## config.mk

```make
export PLATFORM = sky130hd
export DESIGN_NAME = instr_encoder_flat
export DESIGN_NICKNAME = d
export VERILOG_FILES = /design/src/rtl/instr_encoder_if.sv /design/src/rtl/instr_encoder.sv /design/src/flat_wrapper.sv
export SDC_FILE = /design/constraint.sdc
export NUM_CORES = 1
export LEC_CHECK = 0
export BUFFER_PORTS_ARGS = -buffer_cell sky130_fd_sc_hd__buf_2
export CAP_MARGIN = 20
export CORE_UTILIZATION = 53
export CTS_CLUSTER_DIAMETER = 200
export DETAILED_ROUTE_END_ITERATION = 10
export GPL_ROUTABILITY_DRIVEN = 0
export PLACE_DENSITY_LB_ADDON = 0.2
export SLEW_MARGIN = 20
export SYNTH_ARGS = -nofsm -noshare
export SYNTH_HDL_FRONTEND = slang
export SYNTH_SLANG_ARGS = --single-unit
```

## constraint.sdc

```tcl
create_clock -name CLK -period 3.6 [get_ports CLK]
set_input_delay 0.72 -clock CLK [delete_from_list [all_inputs] [get_ports CLK]]
set_output_delay 0.72 -clock CLK [all_outputs]
set_load 0.05 [all_outputs]
```

## src/rtl/instr_encoder_if.sv

```systemverilog
// Request and instruction-memory write signals shared by the LEGv8 loader and the encoder.
interface instr_encoder_if #(parameter int AW = 6) ();
   logic          in_valid;
   logic          in_ready;
   logic          in_last;
   logic [3:0]    op;
   logic [4:0]    rd;
   logic [4:0]    rn;
   logic [4:0]    rm;
   logic [25:0]   imm;
   logic [1:0]    hw;
   logic          wr_en;
   logic [AW-1:0] wr_addr;
   logic [31:0]   wr_data;

   modport slave (
      input  in_valid, in_last, op, rd, rn, rm, imm, hw,
      output in_ready, wr_en, wr_addr, wr_data
   );

   modport master (
      output in_valid, in_last, op, rd, rn, rm, imm, hw,
      input  in_ready, wr_en, wr_addr, wr_data
   );
endinterface

```

## src/rtl/instr_encoder.sv

```systemverilog
// Encodes symbolic LEGv8 requests (11-instruction subset) into 32-bit words and
// writes them sequentially into instruction memory, one word per cycle.
//
// state | meaning
// IDLE  | no session; requests ignored, in_ready low
// RUN   | session open; accepting requests while count < DEPTH
// FULL  | DEPTH words written without in_last; waits for start or reset
module instr_encoder #(
   parameter int AW    = 6,
   parameter int DEPTH = 64
) (
   input  logic          CLK,
   input  logic          resetl,
   input  logic          start,
   instr_encoder_if.slave bus,
   output logic [AW:0]   count,
   output logic          done,
   output logic          err
);

   typedef enum logic [1:0] {IDLE, RUN, FULL} state_t;

   localparam logic [AW:0] DEPTH_C = (AW+1)'(DEPTH);
   localparam logic [AW:0] ONE_C   = (AW+1)'(1);

   state_t        state, state_nxt;
   logic [AW:0]   count_nxt, count_base;
   logic [AW-1:0] addr_q, addr_nxt;
   logic [31:0]   data_q, data_nxt, enc;
   logic          wr_en_q, wr_en_nxt, done_nxt, err_nxt;
   logic          legal, accept;
   logic [25:0]   imm;

   assign imm         = bus.imm;
   assign bus.in_ready = (state == RUN) && (count < DEPTH_C);
   assign accept      = bus.in_valid & bus.in_ready;
   assign bus.wr_en   = wr_en_q;
   assign bus.wr_addr = addr_q;
   assign bus.wr_data = data_q;

   always_comb begin
      enc   = '0;
      legal = 1'b1;
      case (bus.op)
         4'd0:  enc = {11'b10001010000, bus.rm, 6'b000000, bus.rn, bus.rd};
         4'd1:  enc = {11'b10101010000, bus.rm, 6'b000000, bus.rn, bus.rd};
         4'd2:  enc = {11'b10001011000, bus.rm, 6'b000000, bus.rn, bus.rd};
         4'd3:  enc = {11'b11001011000, bus.rm, 6'b000000, bus.rn, bus.rd};
         4'd4: begin
            enc   = {10'b1001000100, imm[11:0], bus.rn, bus.rd};
            legal = (imm[25:12] == '0);
         end
         4'd5: begin
            enc   = {10'b1101000100, imm[11:0], bus.rn, bus.rd};
            legal = (imm[25:12] == '0);
         end
         4'd6: begin
            enc   = {9'b110100101, bus.hw, imm[15:0], bus.rd};
            legal = (imm[25:16] == '0);
         end
         4'd7:  enc = {6'b000101, imm};
         // Signed offsets must sign-extend cleanly from their field width
         4'd8: begin
            enc   = {8'b10110100, imm[18:0], bus.rd};
            legal = (&imm[25:18]) | ~(|imm[25:18]);
         end
         4'd9: begin
            enc   = {11'b11111000010, imm[8:0], 2'b00, bus.rn, bus.rd};
            legal = (&imm[25:8]) | ~(|imm[25:8]);
         end
         4'd10: begin
            enc   = {11'b11111000000, imm[8:0], 2'b00, bus.rn, bus.rd};
            legal = (&imm[25:8]) | ~(|imm[25:8]);
         end
         default: legal = 1'b0;
      endcase
   end

   always_comb begin
      state_nxt  = state;
      count_nxt  = count;
      addr_nxt   = addr_q;
      data_nxt   = data_q;
      wr_en_nxt  = 1'b0;
      done_nxt   = 1'b0;
      err_nxt    = err;
      count_base = start ? '0 : count;
      if (start) begin
         state_nxt = RUN;
         count_nxt = '0;
         err_nxt   = 1'b0;
      end
      // A beat accepted alongside a restart becomes word 0 of the new session
      if (accept) begin
         if (legal) begin
            wr_en_nxt = 1'b1;
            addr_nxt  = count_base[AW-1:0];
            data_nxt  = enc;
            count_nxt = count_base + ONE_C;
            if (!bus.in_last && (count_base + ONE_C == DEPTH_C))
               state_nxt = FULL;
         end else begin
            err_nxt = 1'b1;
         end
         if (bus.in_last) begin
            state_nxt = IDLE;
            done_nxt  = 1'b1;
         end
      end
   end

   always_ff @(posedge CLK) begin
      if (!resetl) state <= IDLE;
      else         state <= state_nxt;
   end

   always_ff @(posedge CLK) begin
      if (!resetl) begin
         count   <= '0;
         addr_q  <= '0;
         data_q  <= '0;
         wr_en_q <= 1'b0;
         done    <= 1'b0;
         err     <= 1'b0;
      end else begin
         count   <= count_nxt;
         addr_q  <= addr_nxt;
         data_q  <= data_nxt;
         wr_en_q <= wr_en_nxt;
         done    <= done_nxt;
         err     <= err_nxt;
      end
   end

endmodule

```

## src/flat_wrapper.sv

```systemverilog
// flat-port wrapper written by rule: the top's interface ports become plain ports
module instr_encoder_flat 
#(
   parameter int AW    = 6,
   parameter int DEPTH = 64
)
  (CLK, resetl, start, count, done, err, bus_in_valid, bus_in_last, bus_op, bus_rd, bus_rn, bus_rm, bus_imm, bus_hw, bus_in_ready, bus_wr_en, bus_wr_addr, bus_wr_data);
  instr_encoder_if #(.AW(AW)) bus_i ();
  input  logic CLK;
  input  logic resetl;
  input  logic start;
  output logic [AW:0] count;
  output logic done;
  output logic err;
  input wire logic [$bits(bus_i.in_valid)-1:0] bus_in_valid;
  input wire logic [$bits(bus_i.in_last)-1:0] bus_in_last;
  input wire logic [$bits(bus_i.op)-1:0] bus_op;
  input wire logic [$bits(bus_i.rd)-1:0] bus_rd;
  input wire logic [$bits(bus_i.rn)-1:0] bus_rn;
  input wire logic [$bits(bus_i.rm)-1:0] bus_rm;
  input wire logic [$bits(bus_i.imm)-1:0] bus_imm;
  input wire logic [$bits(bus_i.hw)-1:0] bus_hw;
  output wire logic [$bits(bus_i.in_ready)-1:0] bus_in_ready;
  output wire logic [$bits(bus_i.wr_en)-1:0] bus_wr_en;
  output wire logic [$bits(bus_i.wr_addr)-1:0] bus_wr_addr;
  output wire logic [$bits(bus_i.wr_data)-1:0] bus_wr_data;
  assign bus_i.in_valid = bus_in_valid;
  assign bus_i.in_last = bus_in_last;
  assign bus_i.op = bus_op;
  assign bus_i.rd = bus_rd;
  assign bus_i.rn = bus_rn;
  assign bus_i.rm = bus_rm;
  assign bus_i.imm = bus_imm;
  assign bus_i.hw = bus_hw;
  assign bus_in_ready = bus_i.in_ready;
  assign bus_wr_en = bus_i.wr_en;
  assign bus_wr_addr = bus_i.wr_addr;
  assign bus_wr_data = bus_i.wr_data;
  instr_encoder #(.AW(AW), .DEPTH(DEPTH)) u_core (.CLK(CLK), .resetl(resetl), .start(start), .bus(bus_i), .count(count), .done(done), .err(err));
endmodule
```

### After elaboration in Yosys (flattened, before gate mapping)

Cells that the tools add are included.

| cells by class | value |
|---|---|
| add/subtract/negate cells | 1 |
| order comparisons | 1 |
| equal/unequal tests | 12 |
| multiplexer cells | 15 |
| bitwise gates (word level) | 5 |
| reductions and logical operators | 15 |

Operators with widths:

| kind | count |
|---|---|
| one-hot mux 32 bit (11 select lines) | 1 |
| 2-to-1 mux 7 bit | 3 |
| AND reduction 18 bit | 1 |
| OR reduction 18 bit | 1 |
| == test 4 x 3 -> 1 bit, second input constant | 4 |
| logical NOT 14 bit | 1 |
| == test 4 bit, second input constant | 3 |
| logical NOT 10 bit | 1 |
| 2-to-1 mux 2 bit | 5 |
| == test 4 x 2 -> 1 bit, second input constant | 2 |
| AND reduction 8 bit | 1 |
| OR reduction 8 bit | 1 |
| adder 7 x 1 -> 7 bit, second input constant | 1 |
| == test 7 bit, second input constant | 1 |
| < comparator 7 bit, second input constant | 1 |
| 2-to-1 mux 1 bit | 5 |
| one-hot mux 1 bit (5 select lines) | 1 |
| OR reduction 5 bit | 1 |
| == test 4 x 1 -> 1 bit, second input constant | 1 |
| logical NOT 4 bit | 1 |
| AND reduction 2 bit | 2 |
| OR reduction 2 bit | 2 |
| == test 2 x 1 -> 1 bit, second input constant | 1 |
| logical AND 1 bit | 2 |
| other kinds (4) | 6 |

| word-level totals | value |
|---|---|
| register bits after elaboration | 50 |
| input bits | 52 |
| output and inout bits | 49 |
| word-level logic and storage cells | 56 |

### Depth between registers and ports, before layout

| depth | value |
|---|---|
| word-level depth | 8 |
| mapped depth | 9 |
| gate-level depth less buffers | 7 |

### Worst setup path before layout

Ideal clock, no wire load.

| timing path | value |
|---|---|
| kind | register to register |
| start | reg u_core.count[6] |
| end | reg u_core.count[2] |
| library setup time | 0.070 ns |
| arrival | 2.914 ns |
| required time | 3.530 ns |
| setup slack | 0.616 ns |
| cell stages (with the launch flop) | 6 |
| path buffers | 1 |
| clock period less this slack | 2.984 ns |
| cell sequence | dfxtp_1 nor3b_1 nand2_1 clkbuf_1 or4_1 a21oi_1 |

| on the way | value |
|---|---|
| word-level cells in the longest chain between the ends | 4 |

RTL lines:

| element | RTL line | text |
|---|---|---|
| start: declaration | instr_encoder.sv:16 | `output logic [AW:0] count,` |
| start signal: assignment | instr_encoder.sv:126 | `count <= count_nxt;` |
| < comparator 7 bit | instr_encoder.sv:35 | `assign bus.in_ready = (state == RUN) && (count < DEPTH_C);` |
| logical AND 1 bit | instr_encoder.sv:35 |  |
| named net bus_in_ready | flat_wrapper.sv:23 | `output wire logic [$bits(bus_i.in_ready)-1:0] bus_in_ready;` |
| bitwise AND 1 bit | instr_encoder.sv:36 | `assign accept = bus.in_valid & bus.in_ready;` |
| 2-to-1 mux 7 bit | instr_encoder.sv:94 | `if (accept) begin` |

The timed path passes the listed nets, and every way through them passes these cells.
A chain may end at the register's enable or synchronous reset.

### Worst setup path in the final report

| timing path | value |
|---|---|
| start | in bus_op[2] |
| end | reg u_core.data_q[19] (netlist: u_core.bus.wr_data[19]) |

| on the way | value |
|---|---|
| word-level cells in the longest chain between the ends | 4 |
| elaborated cells on any way between the ends | 17 |
| those cells by class | eq/ne: 10; mux: 2; reduce/logical: 5 |

RTL lines:

| element | RTL line | text |
|---|---|---|
| start: declaration | flat_wrapper.sv:17 | `input wire logic [$bits(bus_i.op)-1:0] bus_op;` |
| == test 4 x 1 -> 1 bit, or another cell as far along | instr_encoder.sv:44 | `case (bus.op)` |
| OR reduction 5 bit (no line) / OR reduction 2 bit (equally long branches) | n/a |  |
| one-hot mux 1 bit (5 select lines) | instr_encoder.sv:44 |  |
| AND reduction 2 bit (no line) | n/a |  |
| end signal: assignment | instr_encoder.sv:128 | `data_q <= data_nxt;` |
| end: declaration | instr_encoder.sv:29 | `logic [31:0] data_q, data_nxt, enc;` |

Several ways; a longest one is shown, not always the timed one.

==> results by stage <==
Timing:
- The highest achievable clock rate is 372.5 MHz.
- In this run the tightest slew margin relative to its limit is about 39%.
- The number of hold violations in the final report was 0.
- The final-report max-slew violation count is 0.
- For the final database, setup skew stands at 9.242 ps.
- Setup repair after global routing left no endpoint under its margin.
- For the finished layout, the period the worst path requires is 2684 ps.
- The setup slack after layout is 915.7 ps.
- The total negative setup slack is 0 ps.
- For the pin with the worst max-slew slack, the measured transition is 922.3 ps.
- The number of setup violations in the final report is 0.
- The post-route fraction of the period consumed by the critical path is approximately 75%.

Yosys:
- Of all flip-flops after synthesis, the portion carrying an async set or reset was 0%.
- Ranked by instance count, the synthesized netlist is headed by dfxtp_1, a21oi_1, a211oi_1.
- The top-area cell type share of the netlist area is between 30% and 40%.
- For this run, the register share of the synthesized area comes to 36.73%.
- During synthesis, Yosys emitted a total of 0 warnings.
- The number of register bits inferred by synthesis is 50.
- The post-synthesis cell type count is 53.
- Counting every net in the synthesized netlist gives 377.
- In this run the cell area of the synthesized design comes to 2725 um^2.
- Among all flip-flop cells after synthesis, the most frequent one is dfxtp_1.
- Synthesis produced around 320 cells.
- The number of enable-type register cells in the synthesized netlist is 0.
- The mean instance size in the synthesized netlist is about 8.4 um^2.
- The most common cell in the netlist is dfxtp_1.
- The leading area contributor after synthesis is dfxtp_1.
- By area the synthesized netlist is led by dfxtp_1, a21oi_1, a211oi_1, a222oi_1, clkbuf_1.

Placed design:
- The final HPWL from detailed placement is 5.597 mm.
- At the placement stage, the worst setup path has a slack of about 620 ps.
- Buffers placed on the I/O ports in this run total 100.
- In this run, placement finished with an instance count of 464.

Die:
- The die is 73.71 um wide.
- The total die area is about 5400 um^2.
- The count of pins on the block boundary is between 100 and 150.
- The core area is 4848 um^2.
- The starting density of the core is a little under three fifths.
- In this run the vertical extent of the chip is 73.71 um.
- The row count is 25.

Clock tree:
- The CTS tree is built.
- In this run the post-CTS setup repair buffer count came out at 0.
- Buffers inserted during clock tree synthesis total 5.
- In this run the deepest clock path goes through 2 buffers.
- The H-tree was split into 2 levels.
- The clock reaches the later pin of the worst-skew pair after 310 ps.
- CTS saw 50 sinks.
- For this design, the CTS-stage hold fixing added 0 buffers.
- The post-CTS resize count is 0.
- The clock-pin slew of the registers on the worst-case setup and hold paths is 100 ps.
- In this run the clock root is driven by a clkbuf_8.

Layout:
- Relative to the synthesized area, the layout overhead comes to 21.03%.
- Once layout is complete, the utilization of the core stands at roughly 68%.
- The sequential cell area in the final layout is 1001 um^2.
- At the end of the flow, the number of nets in the layout was 458.
- Excluding fillers, the count of instances in the completed layout stands at 472.
- The area taken by multi-input logic gates is 1550 um^2.
- The number of filler instances in the final layout is approximately 430.
- The antenna diode count is 0.
- The layout cell share with drive strength beyond 1 is 29.38%.

Status:
- The run finished with clean final reports.

GRT:
- The number of global-route vias before repair is between 2000 and 3000.
- The first global-routing pass estimated approximately 12 mm of wire.
- Summed over all layers, the global routing overflow is 0.
- Entering global routing, the biggest net connects 42 pins.
- In the global route stage, overall resource usage came out at about 30%.
- The number of antenna violations at the first check in global routing is 0.

Hold path:
- The worst hold path class is flop to flop.

Route:
- For this block, wires on met1 add up to 3.432 mm.
- The antenna violation net count after detailed routing is 0.
- The topmost layer with routed signal wires is met4.
- The first detailed-routing pass took 5 iterations.
- The detailed-route wire length is 7.869 mm.
- The via-per-instance ratio is 6.333.
- Detailed routing placed a total of between 3 and 4 mm of wire on met2.
- For this block, the initial DRC count from the detailed router was 333.
- Dividing the detail-routed wire length by the instance count gives ~17 um.
- The total met3 wirelength after detailed routing is ~740 um.
- The count of vias placed by the detailed router is roughly 3000.
- The detailed-route DRC error count is 0.

Power:
- Across the VDD grid, the largest voltage drop is 0.1817 mV.
- Power spread over the standard cell area amounts to around 350 nW/um^2.
- The reported leakage power is 1.328 nW.
- The design draws 1.159 mW.

Critical path:
- The sort of element at the start of the critical path is an input port.
- STA classifies the critical path endpoint as a flop.
- The highest net fanout along the worst path is 29.
- At the worst endpoint, the required time is 3830 ps.
- The worst setup path is of the input port to flop kind.
- Data on the critical path arrives at its endpoint at 2910 ps.

Flow run:
- Across the run, the number of max-cap violations was 0.
-- cell usage in the layout (no fill, tap or decap), types with 5 or more instances in the layout --
cell type,count
a211oi_1,22
a21oi_1,48
a221oi_1,5
a222oi_1,11
a22o_1,5
a22oi_1,6
a311oi_1,5
buf_2,100
clkbuf_8,5
dfxtp_1,50
nand2_1,18
nand3_1,10
nand4_1,7
nor2_1,12
nor2b_1,6
nor3_1,8
nor4_1,5
o21ai_0,13
or4_1,5
-- final cells by class --
| cell class | count | share of cell area (%) |
|---|---|---|
| flip-flops and latches | 50 | 30.35 |
| multi-input cells | 237 | 47.00 |
| inverters | 5 | 0.5690 |
| clock buffers | 5 | 2.086 |
| well taps | 67 | 2.542 |
| repair buffers | 105 | 16.69 |
| clock inverters | 3 | 0.7587 |
-- through the flow --
step,hold WS (ps),instance area [um^2]
2_1_floorplan,446.2,2725
3_3_place_gp,452.9,3204
3_5_place_dp,458.8,3204
4_1_cts,474.5,3298
5_1_grt,498.2,3298
6_report,472.7,3298
-- state kept, by name, indices dropped and copies added, names as in the netlist --
name / cells
u_core.done: 1
u_core.bus.wr_addr: 6
u_core.state: 2
u_core.count: 7
u_core.err: 1
u_core.bus.wr_data: 32
u_core.bus.wr_en: 1
-- worst max-delay path, cell delays in order --
cell	delay (ps)
buf_2	220
nor3b_2	670
a21oi_1	170
nor2_1	190
or4_1	360
buf_12	230
a21oi_1	90
a311oi_1	260
-- kinds of logic after synthesis --
| group | synth area share [%] |
|---|---|
| compound gates | 34.25 |
| xor+xnor | 1.607 |
| fa+ha+maj | 0.9181 |
| buf+inv | 6.382 |
| flops | 36.73 |
| mux | 1.102 |
| simple gates | 19.01 |
-- layer usage --
metal | GRT usage [%] | up-vias
met5 | 0 | -
met4 | 8.761 | 0
met3 | 6.173 | 9
met2 | 44.95 | 161
met1 | 42.25 | 1399
li1 | - | 1420
-- final timing paths --
path	endpoint	cells after the start	from	slack, ps
min reg2reg	u_core.bus.wr_addr[5]	2	u_core.bus.wr_addr[5]	470
min	u_core.bus.wr_addr[5]	2	u_core.bus.wr_addr[5]	470
max	u_core.bus.wr_data[19]	8	bus_op[2]	920
max reg2reg	u_core.state[0]	7	u_core.count[0]	1420
-- where the power goes --
| group | internal [mW] | leakage (nW) | switching, mW |
|---|---|---|---|
| Sequential | 0.566 | 0.405 | 0.00681 |
| Clock | 0.141 | 0.0447 | 0.204 |
| Combinational | 0.0764 | 0.878 | 0.165 |
No activity file was read; power rests on OpenSTA's default activity.
